`config.mk`:
```
export PLATFORM = sky130hd
export DESIGN_NAME = cla_add_sub_pipe_flat
export DESIGN_NICKNAME = d
export VERILOG_FILES = /design/src/rtl/cla_add_sub_pipe_if.sv /design/src/rtl/cla_add_sub_pipe.sv /design/src/flat_wrapper.sv
export SDC_FILE = /design/constraint.sdc
export NUM_CORES = 1
export LEC_CHECK = 0
export CELL_PAD_IN_SITES_DETAIL_PLACEMENT = 1
export CELL_PAD_IN_SITES_GLOBAL_PLACEMENT = 2
export CORE_ASPECT_RATIO = 2
export CORE_MARGIN = 3
export CORE_UTILIZATION = 38
export DETAILED_ROUTE_END_ITERATION = 8
export PLACE_DENSITY = 0.85
export RECOVER_POWER = 100
export SYNTH_ARGS = -nofsm -noshare
export SYNTH_HDL_FRONTEND = slang
export SYNTH_SLANG_ARGS = --single-unit
```
`constraint.sdc`:
```
create_clock -name i_clk -period 16.05 [get_ports i_clk]
set_clock_uncertainty 0.1 [all_clocks]
set_input_delay 1.605 -clock i_clk [delete_from_list [all_inputs] [get_ports i_clk]]
set_output_delay 1.605 -clock i_clk [all_outputs]
set_load 0.005 [all_outputs]
```
`src/rtl/cla_add_sub_pipe_if.sv`:
```
// Stream interface for cla_add_sub_pipe: operand side (valid/ready in) and result side (valid/ready out).
interface cla_add_sub_pipe_if #(
    parameter int DATA_WIDTH = 32
);
    logic                  i_valid;
    logic                  o_ready;
    logic                  i_sub;
    logic                  i_carry;
    logic [DATA_WIDTH-1:0] i_data_a;
    logic [DATA_WIDTH-1:0] i_data_b;
    logic                  o_valid;
    logic                  i_ready;
    logic [DATA_WIDTH-1:0] o_sum;
    logic                  o_carry;
    logic                  o_overflow;
    logic                  o_zero;

    modport slave (
        input  i_valid, i_sub, i_carry, i_data_a, i_data_b, i_ready,
        output o_ready, o_valid, o_sum, o_carry, o_overflow, o_zero
    );

    modport master (
        output i_valid, i_sub, i_carry, i_data_a, i_data_b, i_ready,
        input  o_ready, o_valid, o_sum, o_carry, o_overflow, o_zero
    );
endinterface

```
`src/rtl/cla_add_sub_pipe.sv`:
```
// Pipelined CLA adder/subtractor, one GROUP_WIDTH group per stage, skewed operands and deskewed result.
// Define CLA_ADD_SUB_SAT_EN to saturate signed overflow at the output stage.
module cla_group #(
    parameter int GROUP_WIDTH = 8
) (
    input  logic [GROUP_WIDTH-1:0] a,
    input  logic [GROUP_WIDTH-1:0] b,
    input  logic                   cin,
    output logic [GROUP_WIDTH-1:0] sum,
    output logic                   cout
);
    logic [GROUP_WIDTH-1:0] g, p;
    logic [GROUP_WIDTH:0]   carry;

    assign g = a & b;
    assign p = a ^ b;

    // Prefix generate/propagate so every carry is a direct function of cin.
    always_comb begin
        logic gacc, pacc;
        gacc     = 1'b0;
        pacc     = 1'b1;
        carry[0] = cin;
        for (int i = 0; i < GROUP_WIDTH; i++) begin
            gacc         = g[i] | (p[i] & gacc);
            pacc         = p[i] & pacc;
            carry[i + 1] = gacc | (pacc & cin);
        end
    end

    assign sum  = p ^ carry[GROUP_WIDTH-1:0];
    assign cout = carry[GROUP_WIDTH];
endmodule

module cla_add_sub_pipe #(
    parameter int DATA_WIDTH  = 32,
    parameter int GROUP_WIDTH = 8
) (
    input logic               i_clk,
    input logic               i_rst,
    cla_add_sub_pipe_if.slave bus
);
    localparam int W  = DATA_WIDTH;
    localparam int GW = GROUP_WIDTH;
    localparam int NG = DATA_WIDTH / GROUP_WIDTH;

    if (DATA_WIDTH % GROUP_WIDTH != 0) begin : g_bad_width
        $error("DATA_WIDTH must be a multiple of GROUP_WIDTH");
    end
    if (GROUP_WIDTH < 4 || (GROUP_WIDTH & (GROUP_WIDTH - 1)) != 0) begin : g_bad_group
        $error("GROUP_WIDTH must be a power of two, 4 or greater");
    end

    logic          advance;
    logic [NG:0]   vld_pipe;
    logic [W-1:0]  sum_q;
    logic          carry_q, ovf_q, zero_q;

    assign advance     = bus.i_ready | ~vld_pipe[NG];
    assign bus.o_ready = advance;

    always_ff @(posedge i_clk or posedge i_rst) begin
        if (i_rst)        vld_pipe <= '0;
        else if (advance) vld_pipe <= {vld_pipe[NG-1:0], bus.i_valid};
    end

    // Stage k consumes the low group of its operand slice and forwards the rest;
    // its sum register grows by one group per stage.
    for (genvar k = 0; k < NG; k++) begin : g_stage
        localparam int OW = (NG - k) * GW;
        logic [OW-1:0]       a_src, b_src;
        logic                cin_src, c_q, grp_cout;
        logic [GW-1:0]       grp_sum;
        logic [(k+1)*GW-1:0] s_nxt, s_q;

        if (k == 0) begin : g_in
            assign a_src   = bus.i_data_a;
            assign b_src   = bus.i_sub ? ~bus.i_data_b : bus.i_data_b;
            assign cin_src = bus.i_sub ^ bus.i_carry;
            assign s_nxt   = grp_sum;
        end else begin : g_chain
            assign a_src   = g_stage[k-1].g_skew.a_q;
            assign b_src   = g_stage[k-1].g_skew.b_q;
            assign cin_src = g_stage[k-1].c_q;
            assign s_nxt   = {grp_sum, g_stage[k-1].s_q};
        end

        cla_group #(.GROUP_WIDTH(GW)) u_grp (
            .a    (a_src[GW-1:0]),
            .b    (b_src[GW-1:0]),
            .cin  (cin_src),
            .sum  (grp_sum),
            .cout (grp_cout)
        );

        always_ff @(posedge i_clk or posedge i_rst) begin
            if (i_rst) begin
                s_q <= '0;
                c_q <= 1'b0;
            end else if (advance) begin
                s_q <= s_nxt;
                c_q <= grp_cout;
            end
        end

        if (k < NG - 1) begin : g_skew
            logic [OW-GW-1:0] a_q, b_q;
            always_ff @(posedge i_clk or posedge i_rst) begin
                if (i_rst) begin
                    a_q <= '0;
                    b_q <= '0;
                end else if (advance) begin
                    a_q <= a_src[OW-1:GW];
                    b_q <= b_src[OW-1:GW];
                end
            end
        end else begin : g_msb
            logic a_msb, b_msb;
            always_ff @(posedge i_clk or posedge i_rst) begin
                if (i_rst) begin
                    a_msb <= 1'b0;
                    b_msb <= 1'b0;
                end else if (advance) begin
                    a_msb <= a_src[GW-1];
                    b_msb <= b_src[GW-1];
                end
            end
        end
    end

    logic [W-1:0] raw_sum, res_sum;
    logic         a_msb, b_msb, ovf;

    assign raw_sum = g_stage[NG-1].s_q;
    assign a_msb   = g_stage[NG-1].g_msb.a_msb;
    assign b_msb   = g_stage[NG-1].g_msb.b_msb;
    assign ovf     = (a_msb == b_msb) && (raw_sum[W-1] != a_msb);

`ifdef CLA_ADD_SUB_SAT_EN
    // Clamp toward the sign of A; both operands share that sign when overflow occurs.
    assign res_sum = !ovf  ? raw_sum :
                     a_msb ? {1'b1, {(W-1){1'b0}}} : {1'b0, {(W-1){1'b1}}};
`else
    assign res_sum = raw_sum;
`endif

    always_ff @(posedge i_clk or posedge i_rst) begin
        if (i_rst) begin
            sum_q   <= '0;
            carry_q <= 1'b0;
            ovf_q   <= 1'b0;
            zero_q  <= 1'b0;
        end else if (advance) begin
            sum_q   <= res_sum;
            carry_q <= g_stage[NG-1].c_q;
            ovf_q   <= ovf;
            zero_q  <= ~|res_sum;
        end
    end

    assign bus.o_valid    = vld_pipe[NG];
    assign bus.o_sum      = sum_q;
    assign bus.o_carry    = carry_q;
    assign bus.o_overflow = ovf_q;
    assign bus.o_zero     = zero_q;
endmodule
```
`src/flat_wrapper.sv`:
```
// flat-port wrapper written by rule: the top's interface ports become plain ports
module cla_add_sub_pipe_flat 
#(
    parameter int DATA_WIDTH  = 32,
    parameter int GROUP_WIDTH = 8
)
  (i_clk, i_rst, bus_i_valid, bus_i_sub, bus_i_carry, bus_i_data_a, bus_i_data_b, bus_i_ready, bus_o_ready, bus_o_valid, bus_o_sum, bus_o_carry, bus_o_overflow, bus_o_zero);
  cla_add_sub_pipe_if #(.DATA_WIDTH(DATA_WIDTH)) bus_i ();
  input logic i_clk;
  input logic i_rst;
  input wire logic [$bits(bus_i.i_valid)-1:0] bus_i_valid;
  input wire logic [$bits(bus_i.i_sub)-1:0] bus_i_sub;
  input wire logic [$bits(bus_i.i_carry)-1:0] bus_i_carry;
  input wire logic [$bits(bus_i.i_data_a)-1:0] bus_i_data_a;
  input wire logic [$bits(bus_i.i_data_b)-1:0] bus_i_data_b;
  input wire logic [$bits(bus_i.i_ready)-1:0] bus_i_ready;
  output wire logic [$bits(bus_i.o_ready)-1:0] bus_o_ready;
  output wire logic [$bits(bus_i.o_valid)-1:0] bus_o_valid;
  output wire logic [$bits(bus_i.o_sum)-1:0] bus_o_sum;
  output wire logic [$bits(bus_i.o_carry)-1:0] bus_o_carry;
  output wire logic [$bits(bus_i.o_overflow)-1:0] bus_o_overflow;
  output wire logic [$bits(bus_i.o_zero)-1:0] bus_o_zero;
  assign bus_i.i_valid = bus_i_valid;
  assign bus_i.i_sub = bus_i_sub;
  assign bus_i.i_carry = bus_i_carry;
  assign bus_i.i_data_a = bus_i_data_a;
  assign bus_i.i_data_b = bus_i_data_b;
  assign bus_i.i_ready = bus_i_ready;
  assign bus_o_ready = bus_i.o_ready;
  assign bus_o_valid = bus_i.o_valid;
  assign bus_o_sum = bus_i.o_sum;
  assign bus_o_carry = bus_i.o_carry;
  assign bus_o_overflow = bus_i.o_overflow;
  assign bus_o_zero = bus_i.o_zero;
  cla_add_sub_pipe #(.DATA_WIDTH(DATA_WIDTH), .GROUP_WIDTH(GROUP_WIDTH)) u_core (.i_clk(i_clk), .i_rst(i_rst), .bus(bus_i));
endmodule
```
==> results of run 1 <==
==> per-layer routing <==
metal | up-vias | track usage (%)
li1 | 3470 | -
met5 | - | 0
met3 | 22 | 1.93
met2 | 95 | 27.1
met4 | 0 | 4.61
met1 | 3293 | 18.3
==> worst max path at each step <==
| stage | slack, ns | cells past startpoint | startpoint | end |
|---|---|---|---|---|
| finish | 7.29 | 7 | bus_i_ready | u_core.g_stage[1].s_q[11] |
| global route | 6.31 | 7 | bus_i_ready | u_core.g_stage[1].s_q[11] |
| CTS | 10.47 | 5 | bus_i_ready | bus_o_ready |
| detailed placement | 10.47 | 5 | bus_i_ready | bus_o_ready |
| global placement | 10.48 | 5 | bus_i_ready | bus_o_ready |
| floorplan | 8.27 | 1 | i_rst | u_core.a_msb |
==> area by class of cell <==
| type | instances | area [um^2] |
|---|---|---|
| fillers | 2890 | 13100 |
| flip-flops and latches | 222 | 5560 |
| multi-input cells | 770 | 3870 |
| repair buffers | 111 | 1090 |
| clock buffers | 30 | 609 |
| well taps | 332 | 415 |
| clock inverters | 5 | 50.0 |
| inverters | 5 | 21.3 |
==> cells by family (layout without fill, tap and decap cells) <==
family	after synthesis	after routing	synth area share (%)
adder cells (fa/ha/maj)	36	36	4.97
XOR/XNOR	58	58	5.34
buffers and inverters	58	151	2.38
AND/OR/NAND/NOR	579	579	23.1
multiplexers	2	2	0.233
AO/OA/AOI/OAI	95	95	6.44
flip-flops	222	222	57.5
==> cell usage in the layout (no fill, tap or decap), types with 2 or more instances in the layout <==
cell and count:
clkinvlp_2 2, o21a_1 4, nand2_1 532, and2_1 2, nor2_1 23, ha_1 32
a211oi_1 4, clkbuf_1 9, mux2_2 2, o22a_1 3, a21oi_1 24, fa_1 4
o31ai_1 4, a21o_1 8, nor4_1 8, xnor2_1 43, dlygate4sd3_1 39, a311oi_4 2
nand2b_1 5, inv_1 3, o21bai_2 2, a41o_1 2, clkbuf_8 5, nand4_1 3
clkbuf_16 21, o21ai_0 36, dfrtp_1 222, clkdlybuf4s50_1 66, nor2b_1 4, clkinv_2 4
xor2_1 14
==> tightest hold or removal path, cell delays in order, from the launching register on <==
cell	delay (ns)
dfrtp_1	0.33
nand2_1	0.05
nand2_1	0.05
==> stage by stage <==
step / setup slack (ns) / util, %
2_1_floorplan: 8.27 / -
3_3_place_gp: 10.48 / 44.4
3_5_place_dp: 10.47 / 44.4
4_1_cts: 10.47 / 47.1
5_1_grt: 6.31 / 47.0
6_report: 7.29 / 47.0
==> state kept, by name, indices dropped and copies added (netlist names) <==
name	cells
u_core.g_stage.g_skew.a_q	48
u_core.vld_pipe	5
u_core.bus.o_overflow	1
u_core.bus.o_carry	1
u_core.g_stage.c_q	4
u_core.b_msb	1
u_core.g_stage.s_q	80
u_core.a_msb	1
u_core.bus.o_sum	32
u_core.g_stage.g_skew.b_q	48
u_core.bus.o_zero	1
==> where the power goes <==
part | switching, mW | internal, mW | leakage, nW
clock | 0.201 | 0.279 | 0.329
combinational | 0.417 | 0.358 | 2.70
sequential | 0.150 | 0.815 | 2.68
==> run metrics, run 1 <==
DR WL/cell 13.3 um; Mapped Area 9660 um^2; drt first pass iters 4; area share of the largest cell type after synthesis 57.5%; FF-to-FF setup slack 8.46 ns; DRC 0; Worst setup EP type flip-flop; Via density 4.66; ANT nets after route 0; max cap viols 7; DP Area 11000 um^2; fraction of registers with async set/reset 100%; most prevalent standard cell on the critical path clkbuf_1; Arrival @ worst endpoint 9.04 ns; Starting Density 39.1%; Finished Layout Cells 1475; Tot GR Track Use 14.9%; cts hold-fix bufs 0; violated checks max-capacitance violations, max-slew violations; pwr dens 191 nW/um^2; insertion delay to the later sink of the worst-skew pair 0.50 ns; total wire length 19700 um; Worst path max stage delay 2.84 ns; Die W 119 um; Clock H-tree levels 1; endpoints failing setup 0; Final min period 8.76 ns; largest net degree at the start of global routing 244; Area growth, synth to finish 20.2%; Synth Flop Type dfrtp_1; most frequent cells after synthesis 532 x nand2_1, 222 x dfrtp_1, 43 x xnor2_1, 42 x clkbuf_1, 36 x o21ai_0; antenna violations before repair 0; Buffers on Ports 106; die area 27500 um^2; TritonCTS clock tree built; critical path cell sequence dlygate4sd3_1 > nor2b_1 > buf_12 > clkinvlp_2 > clkbuf_1 > clkbuf_1 > mux2_2; Crit-path slowest cell clkbuf_1; syn_nets 1156; worst hold start u_core.bus.o_sum[24]; wire length on met1 8440 um; initial DRC count 353; die height 231 um; hold slack 0.359 ns; highest metal used met4; Synth area leader dfrtp_1; hold path depth 2; crit start category input port; row cnt 81; Setup TNS Final 0 ns; Tcrit/Tclk final 54.6%; number of global-route vias before repair 7110; sequential-to-total area share from yosys stat 57.5%; count leader, synth nand2_1; CTS Root Cell clkbuf_16; R2R cell count 6; CP Buf/Inv Count 5; IO Pins 107; final slew viol count 466; fraction of layout cells with a size suffix above 1 3.76%; max_slew headroom -226%; Worst Path Required 16.32 ns; hold path endpoint u_core.bus.o_sum[24]; EDFF count, synth 0; post-CTS setup buffer count 0; DP HPWL 13000 um; Clock Tree Buf Depth 3; crit path max fanout 243; CTS sink count 222; Synth cell types 37; Area contributors post-synth dfrtp_1 58%, nand2_1 21%, ha_1 4.1%, xnor2_1 3.9%, o21ai_0 1.9%; # resized after CTS 0; Lkg Pwr 5.71 nW; TritonCTS buffer count 21; Worst-Margin Slew 4.86 ns; kind of critical path input port to flip-flop; first-pass GRT wire length 34300 um; Mapped Cells 1050; FMAX 114 MHz; routed wl met2 10200 um; fin nets 1237; Final Cell Area 11600 um^2; diode count 0; unrepaired setup endpoints after global routing no; Hold Vio Cnt, Final 0; Synth Register Bits 222; hold crit path type flip-flop to flip-flop; outcome finished with violations; Worst R2R End u_core.g_stage[1].s_q[11]; reg2reg start u_core.vld_pipe[4]; dpl cells 1440; DR vias 6880; YS warnings 0; Mean Syn Cell Area 9.20 um^2; Max IR drop VDD 0.212 mV; Pwr Total 2.22 mW; grt ovf 0; Placeable Area 24700 um^2; met3 wire len 625 um; routability cong. 0.746; CTS clk-pin slew, worst paths 0.06 ns; cell family with most CP delay buffers and inverters
No activity file was read; power rests on OpenSTA's default activity.
==> run 2, diff against run 1 <==
CORE_UTILIZATION = 35   (was 38)
PLACE_DENSITY = 0.79   (was 0.85)
clock period = 8.3 ns   (was 16.05 ns; I/O delays follow)
==> run metrics, run 2 (synthesis results as in run 1) <==
kind of critical path input port to flip-flop; R2R cell count 6; Placeable Area 27000 um^2; CP Buf/Inv Count 4; sw frac 34.6%; crit path max fanout 106; Arrival @ worst endpoint 5.96 ns; PnR worst setup slack 2.67 ns; die height 241 um; unrepaired setup endpoints after global routing no; Area growth, synth to finish 21.6%; IO Pins 107; row cnt 85; switching pwr 1.52 mW; Pwr Total 4.41 mW; Tcrit/Tclk final 67.9%; Worst Path Required 8.63 ns; first-pass GRT wire length 35100 um; Clock Tree Buf Depth 3; most prevalent standard cell on the critical path nand2_1; commonest cells after routing, fill and taps aside 532 x nand2_1, 222 x dfrtp_1, 66 x clkdlybuf4s50_1; Crit-path slowest cell clkbuf_1; Worst R2R End u_core.bus.o_sum[2]; routability cong. 0.710; grt ovf 0; max_slew headroom -168%; antenna violations before repair 0; Tot GR Track Use 14.4%; Setup TNS Final 0 ns; worst hold start u_core.bus.o_sum[21]; hold path endpoint u_core.bus.o_sum[21]; fraction of layout cells with a size suffix above 1 4.70%; max cap viols 4; DR WL/cell 13.8 um; violated checks max-capacitance violations, max-slew violations; Clk pwr share 23.7%; commonest non-fill, non-tap cell in the layout nand2_1; critical path cell sequence dlygate4sd3_1 > nor2b_4 > buf_4 > inv_6 > clkbuf_1 > nand2_1 > nand2_1; hold path depth 2; drt first pass iters 4; # resized after CTS 0; Final min period 5.63 ns; cts hold-fix bufs 0; total wire length 20700 um; pwr dens 375 nW/um^2; Comb power frac 33.8%; top flop regs u_core.g_stage.s_q: 80 flops, u_core.g_stage.g_skew.a_q: 48 flops, u_core.g_stage.g_skew.b_q: 48 flops; FMAX 178 MHz; DP HPWL 13700 um; Seq pwr share 42.5%; Pint 2.88 mW; Clock H-tree levels 1; Worst setup EP type flip-flop; Lkg Pwr 5.78 nW; FF-to-FF setup slack 3.08 ns; Largest register FFs 80; Setup WS pre-CTS 4.13 ns; endpoints failing setup 0; Stages on worst setup path 7; number of global-route vias before repair 7123; insertion delay to the later sink of the worst-skew pair 0.51 ns; die area 29700 um^2; CTS Root Cell clkbuf_16; post-CTS setup buffer count 0; Starting Density 35.8%; Worst-Margin Slew 4.03 ns; Hold Vio Cnt, Final 0; initial DRC count 254; CTS clk-pin slew, worst paths 0.06 ns; Via density 4.59; TritonCTS buffer count 22; Worst path max stage delay 2.89 ns; Buffers on Ports 106; reg2reg start u_core.vld_pipe[4]; cell family with most CP delay buffers and inverters; Max IR drop VDD 0.158 mV; diode count 0; Die W 123 um; hold crit path type flip-flop to flip-flop; CTS sink count 222; crit start category input port; Largest Register u_core.g_stage.s_q; fin nets 1239; DR vias 6862; outcome finished with violations; TritonCTS clock tree built; final slew viol count 295; ANT nets after route 0; DRC 0; largest net degree at the start of global routing 107; fin util 43.5%
[run 2: area by class of cell]
class / instances / area (um^2)
inverters: 5 / 25.0
fillers: 3172 / 15300
flip-flops and latches: 222 / 5560
repair buffers: 112 / 1090
well taps: 348 / 435
multi-input cells: 770 / 3860
clock buffers: 34 / 717
clock inverters: 5 / 57.6
[run 2: layer usage]
layer / routed length, um / part of all wire, % / track usage, %
met2: 10600 / 51 / 25.1
met1: 9000 / 43 / 18.4
met4: 473 / 2.3 / 4.77
met3: 602 / 2.9 / 1.99
met5: 0 / 0 / 0
[run 2: worst min-delay path: cells and delay by family (launching register included)]
| family | cells | cell delay (ns) |
|---|---|---|
| flops | 1 | 0.34 |
| simple gates | 2 | 0.09 |
[run 2: worst max-delay path by stage]
stage / startpoint / endpoint / slack (ns)
2_1_floorplan: i_rst / u_core.a_msb / 1.29
3_3_place_gp: bus_i_ready / u_core.g_stage[0].g_skew.b_q[19] / 4.18
6_report: bus_i_ready / u_core.bus.o_sum[2] / 2.67
3_5_place_dp: bus_i_ready / u_core.g_stage[0].g_skew.b_q[12] / 4.13
5_1_grt: bus_i_ready / u_core.bus.o_sum[2] / 2.12
4_1_cts: bus_i_ready / bus_o_ready / 4.29
[run 2: stage by stage]
| stage | cell area (um^2) | hold WS, ns | cells |
|---|---|---|---|
| finish | 11700 | 0.359 | 1496 |
| global route | 11700 | 0.381 | 1496 |
| global placement | 11000 | 0.349 | 1457 |
| detailed placement | 11000 | 0.355 | 1457 |
| CTS | 11800 | 0.370 | 1496 |
| floorplan | 9660 | 0.330 | 1050 |
[run 2: power groups by stage]
stage	Clock (mW)	Combinational, mW	Sequential (mW)
6_report	1.04	1.49	1.88
5_1_grt	1.13	1.75	1.94
4_1_cts	1.09	1.57	1.89
3_5_place_dp	0	1.56	1.91
3_3_place_gp	0	1.50	1.89
2_1_floorplan	0	1.10	1.82
